==> src/rtl/cnn_seq_pkg.sv <==
// Shared types for the CNN layer sequencer: op codes, FSM states, command
// payload and the op-to-engine one-hot decode.
package cnn_seq_pkg;

    localparam int unsigned NUM_ENGINES = 4;

    typedef enum logic [1:0] {
        OP_CONV     = 2'd0,
        OP_BIASRELU = 2'd1,
        OP_POOL     = 2'd2,
        OP_FULL     = 2'd3
    } cnnOp_e;

    typedef enum logic [2:0] {
        IDLE  = 3'd0,
        FETCH = 3'd1,
        ISSUE = 3'd2,
        WAIT  = 3'd3,
        DONE  = 3'd4,
        ERR   = 3'd5
    } seqState_e;

    typedef struct packed {
        cnnOp_e op;
        logic   last;
    } cmd_t;

    // Bit n of the result selects engine n (Conv, BiasReLU, Pool, Full).
    function automatic logic [NUM_ENGINES-1:0] opOneHot(cnnOp_e op);
        opOneHot = NUM_ENGINES'(1) << op;
    endfunction

endpackage

==> src/rtl/cnn_layer_sequencer_if.sv <==
// Command push channel plus the four engine Req/Ack pairs of the sequencer.
interface cnn_layer_sequencer_if;

    logic       CmdValid_i;
    logic       CmdReady_o;
    logic [1:0] CmdOp_i;
    logic       CmdLast_i;

    logic ConvReq_o;
    logic BiasReLUReq_o;
    logic PoolReq_o;
    logic FullReq_o;

    logic ConvAck_i;
    logic BiasReLUAck_i;
    logic PoolAck_i;
    logic FullAck_i;

    // Host and engines side.
    modport master (
        output CmdValid_i, CmdOp_i, CmdLast_i,
        output ConvAck_i, BiasReLUAck_i, PoolAck_i, FullAck_i,
        input  CmdReady_o,
        input  ConvReq_o, BiasReLUReq_o, PoolReq_o, FullReq_o
    );

    // Sequencer side.
    modport slave (
        input  CmdValid_i, CmdOp_i, CmdLast_i,
        input  ConvAck_i, BiasReLUAck_i, PoolAck_i, FullAck_i,
        output CmdReady_o,
        output ConvReq_o, BiasReLUReq_o, PoolReq_o, FullReq_o
    );

endinterface

==> src/rtl/seq_cmd_fifo.sv <==
// Synchronous command FIFO with flush, occupancy level and full/empty flags.
module seq_cmd_fifo
    import cnn_seq_pkg::*;
#(
    parameter int unsigned DEPTH = 16
) (
    input  logic                     clk,
    input  logic                     rstn,
    input  logic                     flush,
    input  logic                     push,
    input  logic                     pop,
    input  cmd_t                     wrData,
    output cmd_t                     rdData,
    output logic                     full,
    output logic                     empty,
    output logic [$clog2(DEPTH):0]   level
);

    localparam int unsigned PTR_W = $clog2(DEPTH);
    localparam int unsigned LVL_W = PTR_W + 1;

    cmd_t             mem [DEPTH];
    logic [PTR_W-1:0] wrPtr;
    logic [PTR_W-1:0] rdPtr;
    logic             doPush;
    logic             doPop;

    assign full   = (level == LVL_W'(DEPTH));
    assign empty  = (level == '0);
    assign doPush = push & ~full;
    assign doPop  = pop & ~empty;
    assign rdData = mem[rdPtr];

    // Pointers wrap naturally since DEPTH is a power of two.
    always_ff @(posedge clk) begin
        if (!rstn) begin
            wrPtr <= '0;
            rdPtr <= '0;
            level <= '0;
        end else if (flush) begin
            wrPtr <= '0;
            rdPtr <= '0;
            level <= '0;
        end else begin
            if (doPush) wrPtr <= wrPtr + PTR_W'(1);
            if (doPop)  rdPtr <= rdPtr + PTR_W'(1);
            case ({doPush, doPop})
                2'b10:   level <= level + LVL_W'(1);
                2'b01:   level <= level - LVL_W'(1);
                default: level <= level;
            endcase
        end
    end

    always_ff @(posedge clk) begin
        if (doPush && !flush) mem[wrPtr] <= wrData;
    end

endmodule

==> src/rtl/cnn_layer_sequencer.sv <==
// Steps a queued program of CNN stage ops through the four engines, one
// Req pulse per op, advancing on the matching Ack with an optional timeout.
module cnn_layer_sequencer
    import cnn_seq_pkg::*;
#(
    parameter int unsigned DEPTH     = 16,
    parameter int unsigned TIMEOUT_W = 24,
    parameter int unsigned CNT_W     = 8
) (
    input  logic                   clk,
    input  logic                   rstn,
    cnn_layer_sequencer_if.slave   bus,
    input  logic                   Start_i,
    input  logic                   Abort_i,
    input  logic [TIMEOUT_W-1:0]   TimeoutCycles_i,
    output logic                   Busy_o,
    output logic                   Done_o,
    output logic                   Timeout_o,
    output logic [CNT_W-1:0]       OpCnt_o,
    output logic [$clog2(DEPTH):0] FifoLevel_o
);

    seqState_e              state;
    cmd_t                   curCmd;
    cmd_t                   headCmd;
    cmd_t                   wrCmd;
    logic [TIMEOUT_W-1:0]   timer;
    logic                   timerEn;
    logic [NUM_ENGINES-1:0] reqVec;
    logic [NUM_ENGINES-1:0] ackVec;
    logic                   ackHit;
    logic                   fifoFull;
    logic                   fifoEmpty;
    logic                   pushCmd;
    logic                   popCmd;

    assign wrCmd.op   = cnnOp_e'(bus.CmdOp_i);
    assign wrCmd.last = bus.CmdLast_i;

    assign bus.CmdReady_o = ~fifoFull;
    assign pushCmd        = bus.CmdValid_i & ~fifoFull;

    assign ackVec = {bus.FullAck_i, bus.PoolAck_i, bus.BiasReLUAck_i, bus.ConvAck_i};
    assign ackHit = |(ackVec & opOneHot(curCmd.op));
    assign popCmd = (state == WAIT) & ackHit & ~Abort_i;

    assign bus.ConvReq_o     = reqVec[0];
    assign bus.BiasReLUReq_o = reqVec[1];
    assign bus.PoolReq_o     = reqVec[2];
    assign bus.FullReq_o     = reqVec[3];

    seq_cmd_fifo #(
        .DEPTH (DEPTH)
    ) uFifo (
        .clk    (clk),
        .rstn   (rstn),
        .flush  (Abort_i),
        .push   (pushCmd),
        .pop    (popCmd),
        .wrData (wrCmd),
        .rdData (headCmd),
        .full   (fifoFull),
        .empty  (fifoEmpty),
        .level  (FifoLevel_o)
    );

    // Sequencer FSM; Req and Done are set on the edge that enters ISSUE/DONE.
    always_ff @(posedge clk) begin
        if (!rstn) begin
            state     <= IDLE;
            curCmd    <= '0;
            timer     <= '0;
            timerEn   <= 1'b0;
            reqVec    <= '0;
            Busy_o    <= 1'b0;
            Done_o    <= 1'b0;
            Timeout_o <= 1'b0;
            OpCnt_o   <= '0;
        end else begin
            reqVec <= '0;
            Done_o <= 1'b0;
            if (Abort_i) begin
                state     <= IDLE;
                Busy_o    <= 1'b0;
                Timeout_o <= 1'b0;
            end else begin
                case (state)
                    IDLE: begin
                        if (Start_i && !fifoEmpty) begin
                            state     <= FETCH;
                            Busy_o    <= 1'b1;
                            OpCnt_o   <= '0;
                            Timeout_o <= 1'b0;
                        end
                    end
                    FETCH: begin
                        if (!fifoEmpty) begin
                            curCmd  <= headCmd;
                            reqVec  <= opOneHot(headCmd.op);
                            timer   <= TimeoutCycles_i;
                            timerEn <= |TimeoutCycles_i;
                            state   <= ISSUE;
                        end
                    end
                    ISSUE: begin
                        if (timer != '0) timer <= timer - TIMEOUT_W'(1);
                        state <= WAIT;
                    end
                    WAIT: begin
                        if (ackHit) begin
                            OpCnt_o <= OpCnt_o + CNT_W'(1);
                            if (curCmd.last) begin
                                state  <= DONE;
                                Done_o <= 1'b1;
                            end else begin
                                state <= FETCH;
                            end
                        end else if (timerEn && timer <= TIMEOUT_W'(1)) begin
                            state     <= ERR;
                            Timeout_o <= 1'b1;
                        end else if (timer != '0) begin
                            timer <= timer - TIMEOUT_W'(1);
                        end
                    end
                    DONE: begin
                        state  <= IDLE;
                        Busy_o <= 1'b0;
                    end
                    ERR: begin
                        // Head entry was never popped, so FETCH retries it.
                        if (Start_i) begin
                            state     <= FETCH;
                            Timeout_o <= 1'b0;
                        end
                    end
                    default: begin
                        state  <= IDLE;
                        Busy_o <= 1'b0;
                    end
                endcase
            end
        end
    end

endmodule

==> src/flat_wrapper.sv <==
// flat-port wrapper written by rule: the top's interface ports become plain ports
module cnn_layer_sequencer_flat import cnn_seq_pkg::*;
#(
    parameter int unsigned DEPTH     = 16,
    parameter int unsigned TIMEOUT_W = 24,
    parameter int unsigned CNT_W     = 8
)
  (clk, rstn, Start_i, Abort_i, TimeoutCycles_i, Busy_o, Done_o, Timeout_o, OpCnt_o, FifoLevel_o, bus_CmdValid_i, bus_CmdOp_i, bus_CmdLast_i, bus_ConvAck_i, bus_BiasReLUAck_i, bus_PoolAck_i, bus_FullAck_i, bus_CmdReady_o, bus_ConvReq_o, bus_BiasReLUReq_o, bus_PoolReq_o, bus_FullReq_o);
  cnn_layer_sequencer_if bus_i ();
  input  logic clk;
  input  logic rstn;
  input  logic Start_i;
  input  logic Abort_i;
  input  logic [TIMEOUT_W-1:0] TimeoutCycles_i;
  output logic Busy_o;
  output logic Done_o;
  output logic Timeout_o;
  output logic [CNT_W-1:0] OpCnt_o;
  output logic [$clog2(DEPTH):0] FifoLevel_o;
  input wire logic [$bits(bus_i.CmdValid_i)-1:0] bus_CmdValid_i;
  input wire logic [$bits(bus_i.CmdOp_i)-1:0] bus_CmdOp_i;
  input wire logic [$bits(bus_i.CmdLast_i)-1:0] bus_CmdLast_i;
  input wire logic [$bits(bus_i.ConvAck_i)-1:0] bus_ConvAck_i;
  input wire logic [$bits(bus_i.BiasReLUAck_i)-1:0] bus_BiasReLUAck_i;
  input wire logic [$bits(bus_i.PoolAck_i)-1:0] bus_PoolAck_i;
  input wire logic [$bits(bus_i.FullAck_i)-1:0] bus_FullAck_i;
  output wire logic [$bits(bus_i.CmdReady_o)-1:0] bus_CmdReady_o;
  output wire logic [$bits(bus_i.ConvReq_o)-1:0] bus_ConvReq_o;
  output wire logic [$bits(bus_i.BiasReLUReq_o)-1:0] bus_BiasReLUReq_o;
  output wire logic [$bits(bus_i.PoolReq_o)-1:0] bus_PoolReq_o;
  output wire logic [$bits(bus_i.FullReq_o)-1:0] bus_FullReq_o;
  assign bus_i.CmdValid_i = bus_CmdValid_i;
  assign bus_i.CmdOp_i = bus_CmdOp_i;
  assign bus_i.CmdLast_i = bus_CmdLast_i;
  assign bus_i.ConvAck_i = bus_ConvAck_i;
  assign bus_i.BiasReLUAck_i = bus_BiasReLUAck_i;
  assign bus_i.PoolAck_i = bus_PoolAck_i;
  assign bus_i.FullAck_i = bus_FullAck_i;
  assign bus_CmdReady_o = bus_i.CmdReady_o;
  assign bus_ConvReq_o = bus_i.ConvReq_o;
  assign bus_BiasReLUReq_o = bus_i.BiasReLUReq_o;
  assign bus_PoolReq_o = bus_i.PoolReq_o;
  assign bus_FullReq_o = bus_i.FullReq_o;
  cnn_layer_sequencer #(.DEPTH(DEPTH), .TIMEOUT_W(TIMEOUT_W), .CNT_W(CNT_W)) u_core (.clk(clk), .rstn(rstn), .bus(bus_i), .Start_i(Start_i), .Abort_i(Abort_i), .TimeoutCycles_i(TimeoutCycles_i), .Busy_o(Busy_o), .Done_o(Done_o), .Timeout_o(Timeout_o), .OpCnt_o(OpCnt_o), .FifoLevel_o(FifoLevel_o));
endmodule
==> config.mk <==
export PLATFORM = sky130hd
export DESIGN_NAME = cnn_layer_sequencer_flat
export DESIGN_NICKNAME = d
export VERILOG_FILES = /design/src/rtl/cnn_seq_pkg.sv /design/src/rtl/cnn_layer_sequencer_if.sv /design/src/rtl/seq_cmd_fifo.sv /design/src/rtl/cnn_layer_sequencer.sv /design/src/flat_wrapper.sv
export SDC_FILE = /design/constraint.sdc
export NUM_CORES = 1
export LEC_CHECK = 0
export CORE_MARGIN = 4
export CORE_UTILIZATION = 62
export CTS_CLUSTER_SIZE = 40
export DETAILED_ROUTE_END_ITERATION = 8
export PLACE_DENSITY = 0.93
export SETUP_SLACK_MARGIN = 0.3
export SYNTH_ARGS = -nofsm -noshare
export SYNTH_HDL_FRONTEND = slang
export SYNTH_SLANG_ARGS = --single-unit
==> constraint.sdc <==
create_clock -name clk -period 6.7 [get_ports clk]
set_clock_uncertainty 0.15 [all_clocks]
set_input_delay 2.01 -clock clk [delete_from_list [all_inputs] [get_ports clk]]
set_output_delay 2.01 -clock clk [all_outputs]
set_load 0.02 [all_outputs]
## Word-level counts from Yosys, hierarchy flattened

Memory sizes are Yosys's and may differ from the RTL's. A register that Yosys moved wholly into a read port is not among the register bits.
Index checks and enable logic that the tools add are counted.

| storage, ports and cells | value |
|---|---|
| output and inout port bits | 21 |
| RAM bits | 48 |
| register bits after elaboration | 59 |
| input bits | 36 |
| word-level logic and storage cells | 104 |
| memories kept | 1 |

Memories:

| name | words | bits a word | rd ports | clocked after Yosys merged registers in | write ports | RTL line | text |
|---|---|---|---|---|---|---|---|
| u_core.uFifo.mem | 16 | 3 | 1 | 1 | 1 | seq_cmd_fifo.sv:22 | `cmd_t mem [DEPTH];` |

| cells by class | value |
|---|---|
| shifts and indexed selects | 2 |
| reductions and logical operators | 24 |
| bitwise gates (word level) | 14 |
| mux-type cells | 28 |
| $lt $le $gt $ge | 1 |
| $add $sub $neg | 6 |
| equality and inequality tests | 15 |

Operator list:

| kind | count |
|---|---|
| two-way mux 24 bit | 4 |
| case mux 24 bit (3 select lines) | 1 |
| less-or-equal comparator 24 x 1 -> 1 bit, second input constant | 1 |
| nonzero test 24 bit | 1 |
| OR reduction 24 bit | 1 |
| subtractor 24 x 1 -> 24 bit, second input constant | 1 |
| two-way mux 3 bit | 6 |
| two-way mux 8 bit | 2 |
| case mux 8 bit (2 select lines) | 1 |
| OR reduction 4 bit | 4 |
| case mux 3 bit (5 select lines) | 1 |
| inequality test 2 bit, second input constant | 5 |
| case mux 5 bit (2 select lines) | 1 |
| AND reduction 5 bit | 2 |
| adder 4 x 1 -> 4 bit, second input constant | 2 |
| adder 8 x 1 -> 8 bit, second input constant | 1 |
| two-way mux 1 bit | 8 |
| two-way mux 4 bit | 2 |
| NOT 1 bit | 8 |
| AND reduction 4 bit | 2 |
| left shift 1 x 2 -> 4 bit, first input constant | 2 |
| equality test 3 x 2 -> 1 bit, second input constant | 2 |
| nonzero test 3 bit | 2 |
| adder 5 x 1 -> 5 bit, second input constant | 1 |
| 20 further kinds | 29 |

## Depth between registers and ports, before layout

Gate-level depths: netlist of the first run.

| logic depth | value |
|---|---|
| depth after elaboration | 8 |
| gate-level depth with buffers | 12 |
| depth with buffers taken out | 10 |

## Hierarchy

Synthesis of the first run repeated with hierarchy kept, for this count alone.

| second synthesis, totals | value |
|---|---|
| cell total of the unflattened synthesis | 538 |
| area, all modules | 5594.1 sq um |

Modules (own cells, without submodules):

| module | cells each | sequential area each (sq um) | area an instance (sq um) | times used |
|---|---|---|---|---|
| seq_cmd_fifo | 186 | 1781.7 | 2800.2 | 1 |
| cnn_layer_sequencer | 352 | 920.9 | 2793.9 | 1 |

## Least setup slack after synthesis of the first run

No wires, ideal clock.

| path | value |
|---|---|
| path kind | input to register |
| from | input bus_FullAck_i |
| to | register u_core.uFifo.level[4] |
| arrival | 4440 ps |
| required time | 6423 ps |
| stages on the path | 12 |
| path buffers | 3 |
| library setup time | 127 ps |
| slack | 1983 ps |
| cell sequence | mux4_2 buf_2 o211a_1 buf_2 ha_1 clkbuf_1 xor2_1 ha_1 a41oi_1 a211oi_1 a31o_2 or3_1 |

| between the ends | value |
|---|---|
| longest elaborated chain between the ends | 7 |
| elaborated cells between the ends (all ways) | 9 |
| those cells by class | eq/ne (2); mux (1); bitwise (4); reduce/logical (2) |

Ends and longest elaborated chain:

| what | RTL line | text |
|---|---|---|
| start: declaration | flat_wrapper.sv:26 | `input wire logic [$bits(bus_i.FullAck_i)-1:0] bus_FullAck_i;` |
| AND 4 bit (*) | cnn_layer_sequencer.sv:44 | `assign ackHit = \|(ackVec & opOneHot(curCmd.op));` |
| OR reduction 4 bit (*) | cnn_layer_sequencer.sv:44 |  |
| AND 1 bit (*) (2 in a row) | cnn_layer_sequencer.sv:45 | `assign popCmd = (state == WAIT) & ackHit & ~Abort_i;` |
| AND 1 bit (*) | seq_cmd_fifo.sv:31 | `assign doPop = pop & ~empty;` |
| via u_core.uFifo.doPop | seq_cmd_fifo.sv:26 | `logic doPop;` |
| equality test 2 x 1 -> 1 bit or equality test 2 bit (tied branches) | seq_cmd_fifo.sv:47 | `case ({doPush, doPop})` |
| case mux 5 bit (2 select lines) or nonzero test 2 bit (tied branches) | n/a |  |
| end signal: assignment | seq_cmd_fifo.sv:48 | `2'b10: level <= level + LVL_W'(1);` |
| end signal: assignment | seq_cmd_fifo.sv:49 | `2'b01: level <= level - LVL_W'(1);` |
| end signal: assignment | seq_cmd_fifo.sv:50 | `default: level <= level;` |
| end: declaration | seq_cmd_fifo.sv:16 | `output logic [$clog2(DEPTH):0] level` |

The timed path passes the listed nets; every way through them passes the cells marked *.
A chain may end at the register's enable or synchronous reset.

## Worst setup path in the final report of the first run

| path | value |
|---|---|
| from | input Abort_i |
| to | register u_core.uFifo.level[4] |

| between the ends | value |
|---|---|
| longest elaborated chain between the ends | 5 |
| elaborated cells between the ends (all ways) | 8 |
| those cells by class | eq/ne (2); mux (1); bitwise (3); reduce/logical (2) |

Ends and longest elaborated chain:

| what | RTL line | text |
|---|---|---|
| start: declaration | flat_wrapper.sv:13 | `input logic Abort_i;` |
| NOT 1 bit (no source line) | n/a |  |
| AND 1 bit | cnn_layer_sequencer.sv:45 |  |
| AND 1 bit | seq_cmd_fifo.sv:31 |  |
| equality test 2 x 1 -> 1 bit or equality test 2 bit (tied branches) | seq_cmd_fifo.sv:47 |  |
| case mux 5 bit (2 select lines) or nonzero test 2 bit (tied branches) | n/a |  |

Several ways; a longest one is shown, not always the timed one.

==> results.py, run 1 <==
metrics = {
    "detailed_routing": {
        "routed_via_density": 6.72,
        "drtPass1Iterations": 5,
        "drc_errors": 0,
        "wl_per_cell_um": 20.1,
        "drtIter0Drc": 465,
        "routed_wl_um": 14000,
        "ant_nets": 0,
        "vias": 4694,
    },
    "yosys": {
        "syn_inst": 557,
        "async_reset_ff_share_pct": 0,
        "ys_seq_area_share_pct": 47.6,
        "synth_area_um2": 5670,
        "yosysWarnings": 0,
        "synth_top_cell_by_area": "edfxtp_1",
        "synth_top_cells_by_area": "edfxtp_1 25%, dfxtp_1 22%, mux4_2 6.4%, nor2_1 4.5%, nand2_1 3.0%",
        "syn_avg_cell_area_um2": 10.2,
        "synth_cell_types": 67,
        "synth_top_area_share_pct": 25.4,
        "syn-num-nets": 605,
        "synth_ff_type": "dfxtp_1",
        "synth_seq_cells": 111,
        "synth-edff-count": 48,
    },
    "power": {
        "power_density_nw_per_um2": 194,
        "ir_worst_vdd_uv": 181,
        "power_leakage_uw": 0.00209,
    },
    "clocking": {
        "cts_tree": "yes",
        "ctsResizeCount": 0,
        "clock_sinks": 111,
        "postCtsHoldBufs": 0,
        "cts_max_path_buffers": 2,
        "clk_pin_slew_ns": 0.13,
        "cts_root_buf": "clkbuf_8",
        "cts_buffers": 9,
        "cts_max_level": 3,
        "postCtsSetupBuffers": 0,
        "clkLatencyLatePin_ns": 0.40,
    },
    "grt": {
        "grt_max_degree": 56,
        "first_global_vias": 4545,
        "antenna_found_initial": 0,
        "grt_use_total_pct": 25.9,
        "grt_pass1_wl_um": 22700,
        "overflow": 0,
    },
    "setup_path": {
        "end_kind": "register",
        "required_ns": 6.82,
        "cp_max_fo": 11,
        "cp-start-kind": "input pin",
        "crit_type": "in -> reg",
        "critPathArrivalTime_ns": 5.17,
    },
    "cells_and_area": {
        "post-route-util_pct": 72.7,
        "multi_input_area_um2": 2720,
        "drive_above_1_share_pct": 7.97,
        "areaGrowthSynthToFinish_pct": 12.9,
        "seq_area_um2": 2700,
        "nets": 633,
        "n_antenna_cell": 0,
        "fillers": 622,
        "stdcell_count": 698,
    },
    "placed_design": {
        "gp_congestion": 0.906,
        "hpwlAfterDp_um": 9540,
        "io_buffers": 56,
        "pre_cts_ws_ns": 1.31,
        "place_inst": 682,
    },
    "die": {
        "initial_core_util_pct": 64.4,
        "rows": 34,
        "die_w_um": 104,
        "die_area_um2": 10700,
        "io_pins": 57,
        "core_area_um2": 8810,
        "die_h_um": 104,
    },
    "hold_path": {
        "min_path_type": "reg -> reg",
    },
    "sta": {
        "maxSlewHeadroom_pct": 24.3,
        "setup_slack_ns": 1.65,
        "fin_crit_sh_pct": 75.4,
        "max_freq_ghz": 0.198,
        "setup_viol": 0,
        "fin_tns_setup_ns": 0,
        "worst_slew_pin_slew_ns": 1.13,
        "hold_viol_final": 0,
        "hold_slack_ns": 0.331,
        "finalCriticalPeriod_ns": 5.05,
        "slew_violations": 0,
        "rsz0062_at_grt": "no",
    },
    "flow_run": {
        "maxCapViolCount": 0,
    },
    "status": {
        "outcome": "finished clean",
    },
}
-- sequential cells by signal (all words and copies together), names as in the netlist, 3 cells and up, named ones only --
| signal | flops |
|---|---|
| u_core.state | 3 |
| u_core.OpCnt_o | 8 |
| u_core.uFifo.mem | 48 |
| u_core.reqVec | 4 |
| u_core.uFifo.rdPtr | 4 |
| u_core.timer | 24 |
| u_core.uFifo.wrPtr | 4 |
| u_core.curCmd | 3 |
| u_core.uFifo.level | 5 |
-- placed cells by master (no fill, tap or decap), drive strengths merged, types with 4 or more instances in the layout --
| cell type | synthesis | layout |
|---|---|---|
| or4 | 4 | 4 |
| mux4 | 16 | 16 |
| edfxtp | 48 | 48 |
| a211oi | 8 | 8 |
| dfxtp | 63 | 63 |
| nor3 | 13 | 13 |
| a31o | 4 | 4 |
| inv | 16 | 21 |
| ha | 12 | 12 |
| nor4 | 10 | 10 |
| nand2b | 7 | 7 |
| xnor2 | 9 | 9 |
| o211ai | 5 | 5 |
| a2111oi | 5 | 5 |
| xor2 | 10 | 10 |
| a31oi | 11 | 11 |
| clkdlybuf4s50 | 0 | 56 |
| a21oi | 32 | 32 |
| nor2 | 68 | 68 |
| nand2 | 47 | 47 |
| o31ai | 23 | 23 |
| o311ai | 8 | 8 |
| nand3 | 15 | 15 |
| mux2i | 7 | 7 |
| clkbuf | 25 | 9 |
| o21ai | 14 | 14 |
| nand4 | 11 | 11 |
-- routing by layer --
metal	global-route usage (%)	wire [µm]	vias to the layer above
li1	-	-	2161
met2	44.0	6980	269
met4	10.8	444	0
met3	6.84	1220	39
met5	0	0	-
met1	31.2	5380	2225
-- stage by stage --
step                      cell area, µm²  total power [µW]
after floorplan                     5670               784
after global placement              6190               821
after detailed placement            6190               825
after CTS                           6400              1240
after global routing                6400              1280
final                               6400              1240
-- cells by family (layout without fill, tap and decap cells) --
kind of cell    after synthesis  in the layout  synth area share, %
xor+xnor                     19             19                 2.93
compound gates              139            139                 18.0
mux                          23             23                 7.59
fa+ha+maj                    12             12                 2.65
flops                       111            111                 47.6
buf+inv                      57             90                 4.48
simple gates                196            196                 16.8
-- cell type report --
cell class                 count  share of cell area [%]
timing repair buffer          57                    8.87
inverter                      17                   0.996
clock inverter                 7                    1.47
multi-input combinational    389                    42.4
tap                          108                    2.11
clock buffer                   9                    1.93
sequential                   111                    42.2
-- report_power, final --
part | total, µW | internal [µW] | switching (µW)
sequential | 714 | 709 | 5.07
combinational | 99.3 | 39.9 | 59.4
clock | 427 | 157 | 270
total | 1240 | 905 | 335
-- critical path: stages --
cell and delay (ns):
clkdlybuf4s50_1 0.51, nor4bb_1 0.50, o211a_1 0.39, ha_1 0.46, xor2_1 0.15, ha_1 0.20, a41oi_1 0.31, a211oi_1 0.10
a31o_2 0.23, or3_1 0.30
-- synth_stat cells, drive strengths merged, types with 12 or more instances --
cell    count
nor2       68
dfxtp      63
edfxtp     48
nand2      47
a21oi      32
clkbuf     25
o31ai      23
inv        16
mux4       16
buf        15
nand3      15
o21ai      14
nor3       13
ha         12
-- path summary, 6_finish.rpt --
kind / from / to / slack, ns / cells after the start
setup / recovery: Abort_i / u_core.uFifo.level[4] / 1.65 / 10
hold / removal: u_core.timer[11] / u_core.timer[11] / 0.33 / 2
setup reg to reg: u_core.state[1] / u_core.uFifo.level[4] / 3.10 / 9
hold reg to reg: u_core.timer[11] / u_core.timer[11] / 0.33 / 2
(Power assumes the default switching activity.)
==> run 2: changes to the inputs <==
--- a/config.mk
+++ b/config.mk
@@ -6,10 +6,10 @@
 export NUM_CORES = 1
 export LEC_CHECK = 0
 export CORE_MARGIN = 4
-export CORE_UTILIZATION = 62
+export CORE_UTILIZATION = 57
 export CTS_CLUSTER_SIZE = 40
 export DETAILED_ROUTE_END_ITERATION = 8
-export PLACE_DENSITY = 0.93
+export PLACE_DENSITY = 0.87
 export SETUP_SLACK_MARGIN = 0.3
 export SYNTH_ARGS = -nofsm -noshare
 export SYNTH_HDL_FRONTEND = slang
==> constraint.sdc (replaced) <==
create_clock -name clk -period 5.15 [get_ports clk]
set_clock_uncertainty 0.15 [all_clocks]
set_input_delay 1.545 -clock clk [delete_from_list [all_inputs] [get_ports clk]]
set_output_delay 1.545 -clock clk [all_outputs]
set_load 0.02 [all_outputs]
==> results.py, run 2 (same netlist as run 1, synthesis figures left out) <==
metrics = {
    "status": {
        "outcome": "finished clean",
    },
    "detailed_routing": {
        "routed_wl_um": 14000,
        "routed_via_density": 6.46,
        "wl_met2_um": 7250,
        "vias": 4704,
        "met3_length_um": 961,
        "drtIter0Drc": 431,
        "drc_errors": 0,
        "wl_per_cell_um": 19.2,
        "ant_nets": 0,
        "drtPass1Iterations": 5,
        "m1WireLength_um": 5530,
        "routed.top_layer": "met4",
    },
    "die": {
        "die_w_um": 108,
        "core_area_um2": 9730,
        "io_pins": 57,
        "initial_core_util_pct": 58.3,
        "die_h_um": 108,
        "rows": 36,
        "die_area_um2": 11600,
    },
    "clocking": {
        "ctsResizeCount": 0,
        "cts_tree": "yes",
        "clk_pin_slew_ns": 0.12,
        "cts_max_path_buffers": 2,
        "clock_sinks": 111,
        "cts_buffers": 9,
        "postCtsSetupBuffers": 0,
        "cts_max_level": 3,
        "clkLatencyLatePin_ns": 0.38,
        "postCtsHoldBufs": 0,
        "cts_root_buf": "clkbuf_8",
    },
    "grt": {
        "grt_max_degree": 55,
        "antenna_found_initial": 0,
        "first_global_vias": 4599,
        "grt_pass1_wl_um": 22600,
        "overflow": 0,
        "grt_use_total_pct": 24.6,
    },
    "setup_path": {
        "critPathMaxStageDelay_ns": 0.51,
        "cp_max_fo": 11,
        "rrSetupSlack_ns": 1.60,
        "required_ns": 5.27,
        "r2r-start": "u_core.state[1]",
        "crit_type": "in -> reg",
        "end_kind": "register",
        "critical_path.slowest_cell": "clkdlybuf4s50_1",
        "r2r_end": "u_core.uFifo.level[4]",
        "worst_r2r_path_depth": 9,
        "crit_top_cell": "ha_1",
        "critPathArrivalTime_ns": 4.68,
        "cp_cell_sequence": "clkdlybuf4s50_1, nor4bb_1, o211a_1, ha_1, xor2_1, ha_1, a41oi_1, a211oi_1, a31o_2, or3_1",
        "cp-start-kind": "input pin",
    },
    "placed_design": {
        "dpl-instance-area_um2": 6260,
        "gp_congestion": 0.884,
        "hpwlAfterDp_um": 9770,
        "io_buffers": 56,
        "pre_cts_ws_ns": 0.224,
    },
    "cells_and_area": {
        "final_common_cell": "nor2_1",
        "largest_register_ffs": 48,
        "n_antenna_cell": 0,
        "drive_above_1_share_pct": 8.74,
        "top_register": "u_core.uFifo.mem",
        "largestRegisters": "u_core.uFifo.mem x48, u_core.timer x24, u_core.OpCnt_o x8",
        "design_area_um2": 6470,
        "nets": 638,
        "areaGrowthSynthToFinish_pct": 14.0,
        "layout_common_cells": "68 x nor2_1, 63 x dfxtp_1, 56 x clkdlybuf4s50_1",
    },
    "power": {
        "p_sw_uw": 427,
        "power_leakage_uw": 0.00211,
        "seqPwrFrac_pct": 58.0,
        "ir_worst_vdd_uv": 190,
        "clock_power_share_pct": 33.8,
        "intPower_uw": 1170,
        "power_density_nw_per_um2": 248,
        "power_frac_comb_pct": 8.2,
        "swShare_pct": 26.7,
    },
    "sta": {
        "hold_viol_final": 0,
        "fin_tns_setup_ns": 0,
        "finalCriticalPeriod_ns": 4.56,
        "setup_viol": 0,
        "max_freq_ghz": 0.219,
        "worst_slew_pin_slew_ns": 1.15,
        "maxSlewHeadroom_pct": 22.9,
        "setup_slack_ns": 0.593,
        "rsz0062_at_grt": "no",
        "fin_crit_sh_pct": 88.5,
        "slew_violations": 0,
    },
    "hold_path": {
        "min_path_type": "reg -> reg",
        "hold_end": "u_core.Done_o",
        "min-delay-start": "u_core.curCmd[0]",
        "min_path_cells": 2,
    },
    "flow_run": {
        "maxCapViolCount": 0,
    },
}
-- run 2: cell type report --
cell class,count,area [µm²]
fillers,742,3260
multi-input cells,389,2720
clock buffers,9,124
repair buffers,62,606
clock inverters,7,88.8
well taps,133,166
inverters,17,63.8
flip-flops and latches,111,2700
-- run 2: metal layers --
metal / GRT usage, % / vias up
met2: 44.2 / 249
met3: 4.26 / 28
met5: 0 / -
met1: 30.2 / 2252
met4: 7.39 / 0
li1: - / 2175
-- run 2: metrics by stage --
stage / hold slack [ns] / instances / util (%) / power [µW]
2_1_floorplan: 0.278 / 557 / - / 1020
3_3_place_gp: 0.297 / 712 / 64.3 / 1070
3_5_place_dp: 0.297 / 712 / 64.3 / 1080
4_1_cts: 0.319 / 728 / 66.5 / 1600
5_1_grt: 0.349 / 728 / 66.5 / 1660
6_report: 0.324 / 728 / 66.5 / 1600
-- run 2: worst max path at each step --
| stage | from | depth (start not counted) | end |
|---|---|---|---|
| 6_report | Abort_i | 10 | u_core.uFifo.level[4] |
| 5_1_grt | Abort_i | 10 | u_core.uFifo.level[4] |
| 3_5_place_dp | Abort_i | 10 | u_core.uFifo.level[4] |
| 3_3_place_gp | Abort_i | 10 | u_core.uFifo.level[4] |
| 4_1_cts | Abort_i | 10 | u_core.uFifo.level[4] |
| 2_1_floorplan | bus_FullAck_i | 12 | u_core.uFifo.level[4] |
-- run 2: power by group through the flow --
| stage | clock network [µW] | logic, µW | registers [µW] |
|---|---|---|---|
| after floorplan | 0 | 72.8 | 947 |
| after global placement | 0 | 124 | 948 |
| after detailed placement | 0 | 128 | 948 |
| after CTS | 544 | 129 | 928 |
| after global routing | 586 | 142 | 929 |
| final | 542 | 131 | 929 |
-- run 2: worst max-delay path, delay by kind of cell --
kind	cells	cell delay [ns]
AND/OR/NAND/NOR	2	0.81
AO/OA/AOI/OAI	4	0.97
adder cells (fa/ha/maj)	2	0.69
buffers and inverters	1	0.51
XOR/XNOR	1	0.13
==> run 3: changes to the inputs <==
--- a/config.mk
+++ b/config.mk
@@ -5,8 +5,10 @@
 export SDC_FILE = /design/constraint.sdc
 export NUM_CORES = 1
 export LEC_CHECK = 0
+export CELL_PAD_IN_SITES_DETAIL_PLACEMENT = 2
+export CELL_PAD_IN_SITES_GLOBAL_PLACEMENT = 2
 export CORE_MARGIN = 4
-export CORE_UTILIZATION = 57
+export CORE_UTILIZATION = 37
 export CTS_CLUSTER_SIZE = 40
 export DETAILED_ROUTE_END_ITERATION = 8
 export PLACE_DENSITY = 0.87
==> results.py, run 3 (same netlist as run 1, synthesis figures left out) <==
metrics = {
    "cells_and_area": {
        "areaGrowthSynthToFinish_pct": 17.4,
        "layout_common_cells": "68 x nor2_1, 63 x dfxtp_1, 56 x clkdlybuf4s50_1",
        "largest_register_ffs": 48,
        "stdcell_count": 780,
        "top_register": "u_core.uFifo.mem",
        "final_common_cell": "nor2_1",
        "fillers": 1547,
        "drive_above_1_share_pct": 9.23,
        "nets": 639,
        "n_antenna_cell": 0,
        "largestRegisters": "u_core.uFifo.mem x48, u_core.timer x24, u_core.OpCnt_o x8",
        "design_area_um2": 6660,
    },
    "sta": {
        "worst_slew_pin_slew_ns": 1.09,
        "fin_crit_sh_pct": 89.3,
        "setup_viol": 0,
        "slew_violations": 0,
        "hold_viol_final": 0,
        "hold_slack_ns": 0.334,
        "fin_tns_setup_ns": 0,
        "finalCriticalPeriod_ns": 4.60,
        "maxSlewHeadroom_pct": 27.1,
        "rsz0062_at_grt": "no",
        "max_freq_ghz": 0.217,
    },
    "setup_path": {
        "crit_type": "in -> reg",
        "critPathArrivalTime_ns": 4.70,
        "cp_cell_sequence": "clkdlybuf4s50_1, nor4bb_2, o211a_1, ha_1, xor2_1, ha_1, a41oi_1, a211oi_1, a31o_2, or3_1",
        "end_kind": "register",
        "crit_top_cell": "ha_1",
        "critPathMaxStageDelay_ns": 0.55,
        "required_ns": 5.25,
        "cp_max_fo": 11,
        "critical_path.slowest_cell": "clkdlybuf4s50_1",
        "crit_family": "compound AO/OA/AOI/OAI gates",
        "crit_buf_inv": 1,
        "cp-start-kind": "input pin",
    },
    "clocking": {
        "cts_max_path_buffers": 2,
        "postCtsHoldBufs": 0,
        "cts_buffers": 9,
        "clock_sinks": 111,
        "cts_tree": "yes",
        "cts_max_level": 3,
        "clk_pin_slew_ns": 0.09,
        "clkLatencyLatePin_ns": 0.37,
        "cts_root_buf": "clkbuf_16",
    },
    "grt": {
        "grt_use_total_pct": 21.9,
        "first_global_vias": 5197,
        "antenna_found_initial": 0,
        "grt_pass1_wl_um": 30300,
        "overflow": 0,
        "grt_max_degree": 56,
    },
    "detailed_routing": {
        "drc_errors": 0,
        "vias": 4735,
        "ant_nets": 0,
        "drtPass1Iterations": 4,
        "routed_via_density": 6.07,
        "routed_wl_um": 18800,
        "wl_per_cell_um": 24.0,
        "drtIter0Drc": 333,
    },
    "power": {
        "power_density_nw_per_um2": 273,
        "ir_worst_vdd_uv": 165,
        "power_leakage_uw": 0.00217,
    },
    "placed_design": {
        "gp_congestion": 0.851,
        "place_inst": 764,
        "dpl-instance-area_um2": 6330,
        "io_buffers": 56,
        "hpwlAfterDp_um": 13200,
    },
    "die": {
        "rows": 44,
        "die_area_um2": 17400,
        "die_w_um": 132,
        "core_area_um2": 14800,
        "io_pins": 57,
        "die_h_um": 132,
        "initial_core_util_pct": 38.5,
    },
    "status": {
        "outcome": "finished clean",
    },
    "flow_run": {
        "maxCapViolCount": 0,
    },
    "hold_path": {
        "min_path_type": "reg -> reg",
    },
}
-- run 3: worst register-to-register path, stage by stage (launching register included) --
cell and delay (ns):
dfxtp_1 0.75, nor4bb_2 0.50, o211a_1 0.37, ha_1 0.48, xor2_1 0.13, ha_1 0.20, a41oi_1 0.31, a211oi_1 0.10
a31o_2 0.22, or3_1 0.31
-- run 3: path summary, 6_finish.rpt --
check	slack (ns)	end	from	cells past startpoint
max	0.55	u_core.uFifo.level[4]	Abort_i	10
min reg2reg	0.33	u_core.timer[11]	u_core.timer[11]	2
max reg2reg	1.53	u_core.uFifo.level[4]	u_core.state[1]	9
min	0.33	u_core.timer[11]	u_core.timer[11]	2
-- run 3: area by class of cell --
class                           instances  area, µm²  share of cell area (%)
Clock inverter                          7        101                    1.52
Sequential cell                       111       2700                    40.6
Tap cell                              184        230                    3.46
Inverter                               17       63.8                   0.958
Multi-Input combinational cell        389       2730                    40.9
Clock buffer                            9        225                    3.38
Timing Repair Buffer                   63        613                    9.20
-- run 3: power by group --
part	switching (µW)	internal (µW)	leakage (µW)
combinational	87.9	54.4	0.00107
clock	388	357	0.000156
sequential	7.14	921	0.000940
-- run 3: per-stage QoR --
step	worst slack [ns]	power, µW	utilization, %
4_1_cts	0.535	1840	45.1
6_report	0.549	1820	45.2
3_3_place_gp	0.381	1080	42.9
3_5_place_dp	0.148	1090	42.9
5_1_grt	0.316	1900	45.2
2_1_floorplan	0.898	1020	-
-- run 3: what timing repair did --
item | CTS | global route
setup buffers | 0 | 0
endpoints found under the setup margin | 0 | 1
resized for setup | 0 | 1
-- run 3: layer usage --
metal	wire length [µm]	track usage (%)	vias to the layer above
met1	8030	27.1	2451
met3	576	4.05	18
met5	0	0	-
met2	9840	39.4	96
li1	-	-	2170
met4	303	5.78	0
